### src/rtl/rc522_spi_sequencer.sv
// rc522_spi_sequencer
// Sits in front of the SPI master and drives its init/address/dataWr
// inputs. After reset it replays a fixed MFRC522 init table, with a settle
// delay after the CommandReg soft reset. After that it serves single-register
// host reads and writes. Read data comes back with a one-cycle ack.
// MFRC522 address byte layout: {rd, reg[5:0], 1'b0}, where rd=1 means read.
module rc522_spi_sequencer #(
    parameter int RST_WAIT = 50000,  // idle cycles after the soft-reset write
    parameter int TIMEOUT  = 4096,   // max cycles in WAIT or RELEASE
    parameter int CNT_W    = 17      // must hold max(RST_WAIT, TIMEOUT)
) (
    input  logic       clk,
    input  logic       reset,
    input  logic       req,
    input  logic       we,
    input  logic [5:0] reg_addr,
    input  logic [7:0] wr_data,
    output logic       ready,
    output logic       ack,
    output logic [7:0] rd_data,
    output logic       error,
    output logic       spi_init,
    output logic [7:0] spi_address,
    output logic [7:0] spi_dataWr,
    input  logic [7:0] spi_dataRd,
    input  logic       spi_done
);

    localparam logic [2:0] ST_BOOT    = 3'd0;
    localparam logic [2:0] ST_ISSUE   = 3'd1;
    localparam logic [2:0] ST_WAIT    = 3'd2;
    localparam logic [2:0] ST_RELEASE = 3'd3;
    localparam logic [2:0] ST_DELAY   = 3'd4;
    localparam logic [2:0] ST_IDLE    = 3'd5;
    localparam logic [2:0] ST_FAULT   = 3'd6;

    localparam logic [2:0] IDX_LAST = 3'd7;

    // The counter value in the final allowed cycle. Reaching it and still
    // not being done means the bound has run out.
    localparam logic [CNT_W-1:0] CNT_TO_LAST = CNT_W'(TIMEOUT - 1);
    localparam logic [CNT_W-1:0] CNT_RW_LAST = CNT_W'(RST_WAIT - 1);

    // Boot table: {reg[5:0], data[7:0]}. Entry 0 is the CommandReg soft reset.
    function automatic logic [13:0] boot_entry(input logic [2:0] i);
        logic [13:0] e;
        case (i)
            3'd0:    e = {6'h01, 8'h0F};  // CommandReg   <- SoftReset
            3'd1:    e = {6'h2A, 8'h8D};  // TModeReg
            3'd2:    e = {6'h2B, 8'h3E};  // TPrescalerReg
            3'd3:    e = {6'h2D, 8'h1E};  // TReloadReg low
            3'd4:    e = {6'h2C, 8'h00};  // TReloadReg high
            3'd5:    e = {6'h15, 8'h40};  // TxASKReg     <- 100% ASK
            3'd6:    e = {6'h11, 8'h3D};  // ModeReg      <- CRC preset 6363
            default: e = {6'h14, 8'h83};  // TxControlReg <- antenna on
        endcase
        return e;
    endfunction

    logic [2:0]       state, state_nxt;
    logic [2:0]       idx, idx_nxt;
    logic [CNT_W-1:0] cnt;
    logic             cnt_run;
    logic             is_host;     // the transaction in flight came from the host
    logic             host_we;     // direction of that host transaction
    logic             load_boot;
    logic             load_host;
    logic             ack_nxt;
    logic             capture_rd;
    logic [5:0]       boot_reg;
    logic [7:0]       boot_data;

    // Status outputs are pure decodes of the state. The reset state is
    // BOOT, so all of them read 0 in the cycle after reset.
    assign ready    = (state == ST_IDLE);
    assign spi_init = (state == ST_ISSUE);
    assign error    = (state == ST_FAULT);

    // Next-state and load-strobe decode.
    always_comb begin
        // NOTE: every signal written in this block is given a default first.
        // A path that skips one of them would otherwise infer a latch.
        state_nxt  = state;
        idx_nxt    = idx;
        load_boot  = 1'b0;
        load_host  = 1'b0;
        ack_nxt    = 1'b0;
        capture_rd = 1'b0;
        cnt_run    = 1'b0;

        case (state)
            ST_BOOT: begin
                load_boot = 1'b1;
                state_nxt = ST_ISSUE;
            end

            ST_ISSUE: begin
                state_nxt = ST_WAIT;
            end

            ST_WAIT: begin
                cnt_run = 1'b1;
                if (spi_done) begin
                    capture_rd = is_host & ~host_we;
                    state_nxt  = ST_RELEASE;
                end else if (cnt == CNT_TO_LAST) begin
                    state_nxt = ST_FAULT;
                end
            end

            ST_RELEASE: begin
                // The SPI master may hold done high. The next transfer
                // must not start until done has dropped.
                cnt_run = 1'b1;
                if (!spi_done) begin
                    if (is_host) begin
                        ack_nxt   = 1'b1;
                        state_nxt = ST_IDLE;
                    end else if (idx == 3'd0) begin
                        state_nxt = ST_DELAY;
                    end else if (idx == IDX_LAST) begin
                        state_nxt = ST_IDLE;
                    end else begin
                        idx_nxt   = idx + 3'd1;
                        load_boot = 1'b1;
                        state_nxt = ST_ISSUE;
                    end
                end else if (cnt == CNT_TO_LAST) begin
                    state_nxt = ST_FAULT;
                end
            end

            ST_DELAY: begin
                // Let the chip settle after the soft reset before the
                // rest of the init table is written.
                cnt_run = 1'b1;
                if (cnt == CNT_RW_LAST) begin
                    idx_nxt   = 3'd1;
                    load_boot = 1'b1;
                    state_nxt = ST_ISSUE;
                end
            end

            ST_IDLE: begin
                if (req) begin
                    load_host = 1'b1;
                    state_nxt = ST_ISSUE;
                end
            end

            ST_FAULT: begin
                state_nxt = ST_FAULT;
            end

            default: begin
                state_nxt = ST_FAULT;
            end
        endcase

        {boot_reg, boot_data} = boot_entry(idx_nxt);
    end

    // State, counter and datapath registers.
    always_ff @(posedge clk) begin
        // NOTE: sequential state uses non-blocking assignments only. All
        // registers then update together at the edge, with no ordering
        // races between them.
        if (reset) begin
            state       <= ST_BOOT;
            idx         <= 3'd0;
            cnt         <= '0;
            is_host     <= 1'b0;
            host_we     <= 1'b0;
            ack         <= 1'b0;
            rd_data     <= 8'h00;
            spi_address <= 8'h00;
            spi_dataWr  <= 8'h00;
        end else begin
            state <= state_nxt;
            idx   <= idx_nxt;
            ack   <= ack_nxt;

            // The counter restarts on every state change. It only counts in
            // the states that are bounded in time.
            if (state_nxt != state) begin
                cnt <= '0;
            end else if (cnt_run) begin
                cnt <= cnt + CNT_W'(1);
            end

            if (capture_rd) begin
                rd_data <= spi_dataRd;
            end

            // Address and data are loaded on entry to ISSUE. They hold until
            // the next load, so the SPI master sees stable values.
            if (load_boot) begin
                spi_address <= {1'b0, boot_reg, 1'b0};
                spi_dataWr  <= boot_data;
                is_host     <= 1'b0;
            end else if (load_host) begin
                spi_address <= {~we, reg_addr, 1'b0};
                spi_dataWr  <= we ? wr_data : 8'h00;
                is_host     <= 1'b1;
                host_we     <= we;
            end
        end
    end

endmodule

### config.mk
export PLATFORM = sky130hd
export DESIGN_NAME = rc522_spi_sequencer
export DESIGN_NICKNAME = d
export VERILOG_FILES = /design/src/rtl/rc522_spi_sequencer.sv
export SDC_FILE = /design/constraint.sdc
export NUM_CORES = 1
export LEC_CHECK = 0
export BUFFER_PORTS_ARGS = -buffer_cell sky130_fd_sc_hd__buf_2
export CORE_MARGIN = 1.5
export CORE_UTILIZATION = 40
export CTS_CLUSTER_SIZE = 12
export DETAILED_ROUTE_END_ITERATION = 10
export PLACE_DENSITY = 0.7
export SLEW_MARGIN = 20
export SYNTH_ARGS = -nofsm -noshare
export SYNTH_HDL_FRONTEND = slang
export SYNTH_SLANG_ARGS = --single-unit
export TNS_END_PERCENT = 30
### constraint.sdc
create_clock -name clk -period 2.3 [get_ports clk]
set_input_delay 0.46 -clock clk [delete_from_list [all_inputs] [get_ports clk]]
set_output_delay 0.46 -clock clk [all_outputs]
set_load 0.005 [all_outputs]
==> results.sh, run 1 <==
export IMPL_outcome="complete, but fails checks"
export IMPL_violations="design-rule violations"
export IMPL_avgSynthCellArea_um2=8.23
export IMPL_synthSimpleGateAreaFrac_pct=28.6
export IMPL_drv_slew=0
export IMPL_drv_cap=0
export IMPL_syn_nets=357
export IMPL_p_switching_mw=0.566
export IMPL_die_width_um=85.0
export IMPL_drive_gt1_share_pct=30.0
export IMPL_busiest_layer="met2"
export IMPL_drc=2
export IMPL_final_area_mm2=0.00343
export IMPL_yosys_top_cells_area="dfxtp_1, nor2_1, mux2i_1"
export IMPL_cts_buffers_inserted=5
export IMPL_p_sw_share_pct=28.3
export IMPL_ios=55
export IMPL_met1_usage_pct=24.8
export IMPL_hold_class="primary input to flip-flop"
export IMPL_ys_types=67
export IMPL_synth_ff_latch_count=49
export IMPL_ant_nets=0
export IMPL_wl_per_cell_um=14.3
export IMPL_drt_pass1_iterations=7
export IMPL_synthXorXnorAreaFrac_pct=5.53
export IMPL_pwr_share_seq_pct=45.4
export IMPL_ys_top_cells_by_count="dfxtp_1, nor2_1, nand2_1"
export IMPL_cts_hold_buf=0
export IMPL_cp_max_fo=8
export IMPL_yosys_warnings=0
export IMPL_initial_core_util_pct=41.9
export IMPL_synth_fa_ha_area_share_pct=1.39
export IMPL_cts_setup_buffers=0
export IMPL_fin_nets=436
export IMPL_grtUsageMet3_pct=3.11
export IMPL_ys_dominant_reg_cell="dfxtp_1"
export IMPL_power_density_mw_per_mm2=584
export IMPL_syn_cell_area_mm2=0.00269
export IMPL_placed_cell_area_mm2=0.00325
export IMPL_synth_compound_area_share_pct=19.7
export IMPL_ir_drop_mv=0.358
export IMPL_startpoint_type="flip-flop"
export IMPL_fin_crit_ns=2.23
export IMPL_grt_max_degree=36
export IMPL_fmax_ghz=0.447
export IMPL_synth_edf_count=0
export IMPL_num_rows=29
export IMPL_htreeDepth=2
export IMPL_grt_pass1_vias=2464
export IMPL_synth_most_common_cell="dfxtp_1"
export IMPL_p_int_mw=1.44
export IMPL_crit_required_ns=2.51
export IMPL_drtIter0Drc=189
export IMPL_synth_top_family_by_area="simple AND/OR/NAND/NOR gates"
export IMPL_routed_wl_mm=6.89
export IMPL_dpl_hpwl_mm=5.11
export IMPL_period_share_pct=97.2
export IMPL_final_hold_viol_count=0
export IMPL_coreArea_mm2=0.00642
export IMPL_tightest_slew_ns=0.495
export IMPL_synthMuxAreaShare_pct=3.77
export IMPL_routed_via_density=5.49
export IMPL_clock_sinks=49
export IMPL_fin_skew_ns=0.00596
export IMPL_port_buffers=53
export IMPL_crit_arrival_ns=2.45
export IMPL_dieArea_mm2=0.00723
export IMPL_antenna_found_initial=0
export IMPL_slew_headroom_pct=66.8
export IMPL_area_growth_pct=27.4
export IMPL_path_class="flip-flop to flip-flop"
export IMPL_report_power_total_mw=2.00
export IMPL_cts_tree="done"
export IMPL_grt_pass1_wl_mm=11.2
export IMPL_synth_top_cell_by_area="dfxtp_1"
export IMPL_share_comb_of_total_power_pct=23.5
export IMPL_netlist_instances=327
export IMPL_synthArstFlopShare_pct=0
export IMPL_cts_buffer_depth=2
export IMPL_worstSetupEndpointType="flip-flop"
export IMPL_ys_seq_area_share_pct=36.4
export IMPL_globalplace_congestion=0.917
export IMPL_clockPowerShare_pct=31.1
export IMPL_use_met2_pct=31.0
export IMPL_track_usage_pct=19.1
export IMPL_final_setup_viol_count=0
export IMPL_num_vias=2654
export IMPL_grt_ovfl_total=0
export IMPL_cts_root_buf="clkbuf_8"
export IMPL_synth_top_area_share_pct=36.4
export IMPL_clk_insertion_delay_late_ns=0.31
export IMPL_dieHeight_um=85.0
export IMPL_antenna_cells=0
export IMPL_clk_pin_slew_ns=0.09
export IMPL_leakage_nw=1.47
## layout make-up
| class | count | area, µm² |
|---|---|---|
| clock buffers | 5 | 68.8 |
| clock inverters | 2 | 38.8 |
| fillers | 604 | 2990 |
| inverters | 6 | 22.5 |
| multi-input cells | 252 | 1630 |
| flip-flops and latches | 49 | 983 |
| well taps | 77 | 96.3 |
| repair buffers | 92 | 588 |
## layer usage
layer	part of all wire [%]	routed length (µm)	up-vias
met4	2.1	144	0
met1	43	2990	1250
met2	49	3380	59
met3	5.4	369	14
met5	0	0	-
li1	-	-	1331
## cells by family (layout without fill, tap and decap cells)
| logic type | after synthesis | in the layout |
|---|---|---|
| simple gates | 146 | 146 |
| compound gates | 75 | 75 |
| flops | 49 | 49 |
| buf+inv | 26 | 105 |
| xor+xnor | 17 | 17 |
| mux | 10 | 10 |
| fa+ha+maj | 3 | 3 |
| other cells | 1 | 1 |
## worst max-delay path, cell delays in order, from the launching register on
cell	delay (ns)
dfxtp_1	0.34
or3b_4	0.41
or2_4	0.30
or2_1	0.26
and3_4	0.17
o311ai_4	0.38
clkbuf_16	0.24
a21oi_1	0.04
## per-stage QoR
stage,hold WS [ns],utilization [%],setup slack [ns],std cells,setup TNS (ns)
final,0.374,53.4,0.0653,483,0
after global routing,0.390,53.4,-0.0166,483,-0.0324
after CTS,0.366,52.4,0.0117,482,0
after detailed placement,0.446,50.7,0.0183,475,0
after global placement,0.435,50.7,0.0878,475,0
after floorplan,0.448,-,0.0148,327,0
## sequential cells by signal, indices dropped and copies added (netlist names)
signal,cells
spi_address,7
idx,3
spi_dataWr,8
rd_data,8
is_host,1
ack,1
cnt,17
host_we,1
state,3
## path summary, 6_finish.rpt
check / startpoint / depth (start not counted) / slack (ns) / end
min reg2reg: spi_dataWr[4]$_SDFFE_PP0P_ / 2 / 0.45 / spi_dataWr[4]$_SDFFE_PP0P_
max: state[0]$_SDFF_PP0_ / 7 / 0.07 / cnt[1]$_SDFFE_PP0P_
min: spi_dataRd[0] / 3 / 0.37 / rd_data[0]$_SDFFE_PP0P_
max reg2reg: state[0]$_SDFF_PP0_ / 7 / 0.07 / cnt[1]$_SDFFE_PP0P_
## what timing repair did
action                     in CTS  in global routing
setup endpoints to repair       1                 26
resized for setup               1                 11
gates cloned                    0                  1
pin swaps                       0                  3
## power by group through the flow
stage / clock (mW) / combinational, mW / sequential (mW)
floorplan: 0 / 0.268 / 0.936
global placement: 0 / 0.445 / 0.928
detailed placement: 0 / 0.446 / 0.929
finish: 0.623 / 0.470 / 0.909
global route: 0.671 / 0.513 / 0.914
CTS: 0.645 / 0.449 / 0.910
## cells in the final DEF, fill, tap and decap left out, types with 5 or more instances in the layout
cell type,instances
dfxtp_1,47
nand3_1,6
nor3_1,13
a211oi_1,6
buf_2,53
nand4_1,6
inv_1,5
and3_1,7
buf_4,37
xor2_1,9
mux2i_1,9
xnor2_1,8
a21oi_1,14
clkbuf_8,5
o21bai_1,5
nand2_1,23
o21ai_0,15
nor2_1,45
nor2_2,5
(Power assumes the default switching activity.)
==> run 2: changes to the inputs <==
- GPL_TIMING_DRIVEN: not set -> 0
==> results.sh, run 2 (synthesis gave the netlist of run 1 again) <==
export IMPL_grt_pass1_wl_mm=11.9
export IMPL_cts_tree="done"
export IMPL_final_setup_viol_count=0
export IMPL_startpoint_type="flip-flop"
export IMPL_grt_ovfl_total=0
export IMPL_path_class="flip-flop to flip-flop"
export IMPL_grtUsageMet3_pct=3.11
export IMPL_p_sw_share_pct=30.6
export IMPL_power_density_mw_per_mm2=577
export IMPL_pwr_share_seq_pct=46.5
export IMPL_use_met2_pct=35.3
export IMPL_dp_cells=456
export IMPL_drv_cap=0
export IMPL_rsz0062_at_grt="true"
export IMPL_die_width_um=85.0
export IMPL_report_power_total_mw=1.97
export IMPL_ios=55
export IMPL_cts_hold_buf=0
export IMPL_share_comb_of_total_power_pct=24.9
export IMPL_clock_sinks=49
export IMPL_crit_arrival_ns=2.45
export IMPL_crit_required_ns=2.50
export IMPL_cts_buffer_depth=2
export IMPL_routed_wl_mm=7.36
export IMPL_area_growth_pct=26.7
export IMPL_wl_per_cell_um=15.4
export IMPL_slew_headroom_pct=60.3
export IMPL_largest_reg_flops=17
export IMPL_post_route_worst_setup_slack_ns=0.0502
export IMPL_clockPowerShare_pct=28.6
export IMPL_coreArea_mm2=0.00642
export IMPL_period_share_pct=97.8
export IMPL_antenna_cells=0
export IMPL_drv_slew=0
export IMPL_htreeDepth=2
export IMPL_final_hold_viol_count=0
export IMPL_final_cells=477
export IMPL_mostFrequentLayoutCell="buf_2"
export IMPL_antenna_found_initial=0
export IMPL_p_switching_mw=0.604
export IMPL_globalplace_congestion=0.911
export IMPL_dp_slack_ns=-0.419
export IMPL_cts_buffers_inserted=5
export IMPL_regMostFlops="cnt"
export IMPL_fin_tns_setup_ns=0
export IMPL_drt_pass1_iterations=7
export IMPL_tightest_slew_ns=0.595
export IMPL_met1_usage_pct=25.4
export IMPL_drtIter0Drc=165
export IMPL_violations="design-rule violations"
export IMPL_dieHeight_um=85.0
export IMPL_final_area_mm2=0.00341
export IMPL_hold_class="primary input to flip-flop"
export IMPL_track_usage_pct=20.3
export IMPL_grt_max_degree=17
export IMPL_whs_ns=0.379
export IMPL_final_cell_mix="buf_2, nor2_1, dfxtp_1"
export IMPL_ir_drop_mv=0.314
export IMPL_placed_cell_area_mm2=0.00305
export IMPL_dieArea_mm2=0.00723
export IMPL_p_int_mw=1.37
export IMPL_initial_core_util_pct=41.9
export IMPL_fin_nets=429
export IMPL_drc=2
export IMPL_worstSetupEndpointType="flip-flop"
export IMPL_fin_skew_ns=0.00614
export IMPL_fin_crit_ns=2.25
export IMPL_clk_pin_slew_ns=0.10
export IMPL_dpl_hpwl_mm=5.02
export IMPL_fmax_ghz=0.444
export IMPL_drive_gt1_share_pct=30.5
export IMPL_postLayoutCoreUtil_pct=53.1
export IMPL_routed_via_density=5.60
export IMPL_ant_nets=0
export IMPL_busiest_layer="met2"
export IMPL_cp_max_fo=8
export IMPL_num_vias=2673
export IMPL_port_buffers=52
export IMPL_clk_insertion_delay_late_ns=0.31
export IMPL_grt_pass1_vias=2539
export IMPL_num_rows=29
export IMPL_leakage_nw=1.39
export IMPL_reg_top3="cnt x17, rd_data x8, spi_dataWr x8"
export IMPL_outcome="complete, but fails checks"
export IMPL_cts_root_buf="clkbuf_8"
==> run 2: cell types whose count changed in the layout (fill, tap and decap cells not counted), moves of 2 or more <==
cell,before,now
buf_4,37,14
buf_6,0,5
clkbuf_1,0,13
dfxtp_1,47,39
dfxtp_2,2,8
dfxtp_4,0,2
nor3_1,13,10
nor3_2,0,3
==> run 2: path summary, 6_finish.rpt <==
path	start	to	slack (ns)	cells after the start
worst max-delay path	cnt[5]$_SDFFE_PP0P_	cnt[9]$_SDFFE_PP0P_	0.05	9
worst min register to register	spi_dataWr[4]$_SDFFE_PP0P_	spi_dataWr[4]$_SDFFE_PP0P_	0.46	2
worst min-delay path	spi_dataRd[1]	rd_data[1]$_SDFFE_PP0P_	0.38	3
worst max register to register	cnt[5]$_SDFFE_PP0P_	cnt[9]$_SDFFE_PP0P_	0.05	9
==> run 2: cell type report <==
class                           instances  area [µm²]
Buffer                                 17        83.8
Clock buffer                            6        82.6
Clock inverter                          2        16.3
Fill cell                             591        3010
Inverter                                6        23.8
Multi-Input combinational cell        252        1720
Sequential cell                        49         998
Tap cell                               77        96.3
Timing Repair Buffer                   68         392
==> run 2: routing by layer <==
layer	up-vias	routed length, µm
li1	1313	-
met1	1261	3150
met2	82	3650
met3	17	412
met4	0	143
met5	-	0
==> run 2: worst max-delay path, cell delays in order (launching register included) <==
cell and delay, ns:
dfxtp_2 0.34, or3b_4 0.40, or2_4 0.26, or2_1 0.24, buf_6 0.14, and3_4 0.15, o311ai_4 0.26, buf_6 0.17
buf_4 0.12, nor3_1 0.04
==> run 2: power groups by stage <==
| stage | Sequential, mW | Combinational (mW) | Clock, mW |
|---|---|---|---|
| after floorplan | 0.936 | 0.268 | 0 |
| after global placement | 0.934 | 0.394 | 0 |
| after detailed placement | 0.937 | 0.397 | 0 |
| after CTS | 0.915 | 0.450 | 0.576 |
| after global routing | 0.919 | 0.535 | 0.612 |
| final | 0.916 | 0.491 | 0.563 |
==> run 2: what timing repair did <==
action	CTS	global route
pin swaps	5	6
resized for setup	30	14
endpoints found under the setup margin	29	28
setup buffers	10	5
gates cloned	1	0
==> run 3: changes to the inputs <==
- ABC_AREA: not set -> 1
- CORE_UTILIZATION: 40 -> 50
- PLACE_DENSITY: 0.7 -> 0.82
==> results.sh, run 3 <==
export IMPL_outcome="completed"
export IMPL_drtIter0Drc=142
export IMPL_ys_seq_area_share_pct=35.5
export IMPL_fin_nets=465
export IMPL_fin_skew_ns=0.0129
export IMPL_rsz0062_at_grt="false"
export IMPL_fin_tns_setup_ns=0
export IMPL_grt_pass1_wl_mm=10.5
export IMPL_cts_resized=0
export IMPL_leakage_nw=1.42
export IMPL_num_rows=26
export IMPL_worst_path_buf_inv=2
export IMPL_routed_via_density=5.14
export IMPL_path_class="flip-flop to flip-flop"
export IMPL_cts_buffers_inserted=5
export IMPL_drc=0
export IMPL_wl_met2_mm=2.95
export IMPL_syn_nets=405
export IMPL_synth_top_cell_by_area="dfxtp_1"
export IMPL_dieArea_mm2=0.00599
export IMPL_wl_met3_um=284
export IMPL_final_hold_viol_count=0
export IMPL_die_width_um=77.4
export IMPL_initial_core_util_pct=53.1
export IMPL_nFillCells=490
export IMPL_ys_types=39
export IMPL_synth_ff_latch_count=49
export IMPL_drv_cap=0
export IMPL_cts_hold_buf=0
export IMPL_fmax_ghz=0.516
export IMPL_dieHeight_um=77.4
export IMPL_routed_wl_mm=6.15
export IMPL_avgSynthCellArea_um2=7.38
export IMPL_final_cell_mix="nand2_1, buf_2, nor2_1, dfxtp_1, inv_1"
export IMPL_drv_slew=0
export IMPL_synth_edf_count=0
export IMPL_power_density_mw_per_mm2=610
export IMPL_ys_top_cells_by_count="nand2_1, dfxtp_1, nor2_1"
export IMPL_critPathSlowestCell="dfxtp_1"
export IMPL_hold_class="primary input to flip-flop"
export IMPL_track_usage_pct=21.4
export IMPL_grt_pass1_vias=2455
export IMPL_startpoint_type="flip-flop"
export IMPL_coreArea_mm2=0.00520
export IMPL_period_share_pct=84.3
export IMPL_cp_slowest_stage_delay_ns=0.37
export IMPL_crit_arrival_ns=2.14
export IMPL_netlist_instances=375
export IMPL_cts_setup_buffers=0
export IMPL_synthArstFlopShare_pct=0
export IMPL_path_delay_family="simple AND/OR/NAND/NOR gates"
export IMPL_m1WireLength_mm=2.85
export IMPL_crit_top_cell="nand2_1"
export IMPL_placed_cell_area_mm2=0.00312
export IMPL_grt_ovfl_total=0
export IMPL_mostFrequentLayoutCell="nand2_1"
export IMPL_syn_cell_area_mm2=0.00277
export IMPL_globalplace_congestion=0.864
export IMPL_yosys_top_cells_area="dfxtp_1, nand2_1, nor2_1"
export IMPL_reg_top3="cnt x17, rd_data x8, spi_dataWr x8"
export IMPL_clk_pin_slew_ns=0.10
export IMPL_dpl_hpwl_mm=4.67
export IMPL_grt_max_degree=16
export IMPL_fin_crit_ns=1.94
export IMPL_ios=55
export IMPL_cts_tree="done"
export IMPL_cts_root_buf="clkbuf_8"
export IMPL_synth_top_area_share_pct=35.5
export IMPL_worstSetupEndpointType="flip-flop"
export IMPL_regMostFlops="cnt"
export IMPL_drive_gt1_share_pct=28.9
export IMPL_seq_area_um2=981
export IMPL_num_vias=2602
export IMPL_crit_chain="ha_1 > nand2_2 > inv_2 > nand2_1 > nor2_2 > nand2_1 > nand2_1 > nand3_1 > nor2_1 > nand3_1 > nand3b_2 > buf_6 > nor3_2"
export IMPL_clk_insertion_delay_late_ns=0.32
export IMPL_ant_nets=0
export IMPL_cts_buffer_depth=2
export IMPL_final_area_mm2=0.00321
export IMPL_antenna_found_initial=0
export IMPL_multiInputGateArea_mm2=0.00153
export IMPL_largest_reg_flops=17
export IMPL_antenna_cells=0
export IMPL_crit_required_ns=2.50
export IMPL_htreeDepth=2
export IMPL_clock_sinks=49
export IMPL_area_growth_pct=15.9
export IMPL_wl_per_cell_um=12.2
export IMPL_port_buffers=53
export IMPL_ir_drop_mv=0.399
export IMPL_synth_most_common_cell="nand2_1"
export IMPL_final_setup_viol_count=0
export IMPL_dr_max_layer_used="met4"
export IMPL_cp_max_fo=10
export IMPL_drt_pass1_iterations=6
export IMPL_ys_dominant_reg_cell="dfxtp_1"
export IMPL_yosys_warnings=0
==> run 3: cell types whose count changed after synthesis, sizes merged, moves of 6 or more <==
cell / change
o21bai: -6
and3: -8
nand3: +28
nor3: +13
nor2: +14
clkbuf: -11
inv: +44
mux2i: -8
nand2: +49
==> run 3: through the flow <==
stage          cells  power [mW]  util [%]  setup WS [ns]  hold WS (ns)
2_1_floorplan    375        1.31         -          0.610         0.442
3_3_place_gp     498        1.44      59.9          0.382         0.457
3_5_place_dp     498        1.45      59.9          0.357         0.458
4_1_cts          506        1.96      61.6          0.357         0.367
5_1_grt          506        2.05      61.6          0.186         0.385
6_report         506        1.95      61.6          0.360         0.362
==> run 3: cell families after synthesis <==
kind of cell             after synthesis  share of synthesized area [%]
other                                  1                          0.136
AND/OR/NAND/NOR                      205                           40.5
flip-flops                            49                           35.5
adder cells (fa/ha/maj)                3                           1.36
buffers and inverters                 59                           9.27
multiplexers                           1                          0.362
XOR/XNOR                              15                           4.75
AO/OA/AOI/OAI                         42                           8.19
==> run 3: worst paths after layout <==
kind,from,to,slack [ns],depth (start not counted)
max,cnt[1]$_SDFFE_PP0P_,cnt[13]$_SDFFE_PP0P_,0.36,13
min,spi_dataRd[6],rd_data[6]$_SDFFE_PP0P_,0.36,3
max reg2reg,cnt[1]$_SDFFE_PP0P_,cnt[13]$_SDFFE_PP0P_,0.36,13
min reg2reg,host_we$_SDFFE_PP0P_,host_we$_SDFFE_PP0P_,0.48,2
==> run 3: area by class of cell <==
type                            instances  area share [%]
Multi-Input combinational cell        267            47.7
Sequential cell                        49            30.6
Timing Repair Buffer                   53            8.27
Inverter                               50            6.01
Tap cell                               70            2.73
Clock buffer                            5            2.15
Buffer                                  9            1.99
Clock inverter                          3           0.546
==> run 3: routing by layer <==
layer / up-vias / GRT usage, %
met5: - / 0
met4: 0 / 6.18
met2: 71 / 37.4
met1: 1200 / 26.9
li1: 1323 / -
met3: 8 / 3.88
==> run 3: report_power, final <==
part	switching [mW]	internal [mW]	total, mW	leakage (nW)
Clock	0.309	0.211	0.520	0.0439
Sequential	0.0234	0.891	0.914	0.397
Combinational	0.338	0.183	0.521	0.978
==> run 3: worst reg2reg max path: stages (launching register included) <==
cell	delay (ns)
dfxtp_1	0.37
ha_1	0.19
nand2_2	0.10
inv_2	0.07
nand2_1	0.07
nor2_2	0.17
nand2_1	0.07
nand2_1	0.06
nand3_1	0.06
nor2_1	0.12
nand3_1	0.10
nand3b_2	0.20
buf_6	0.21
nor3_2	0.05
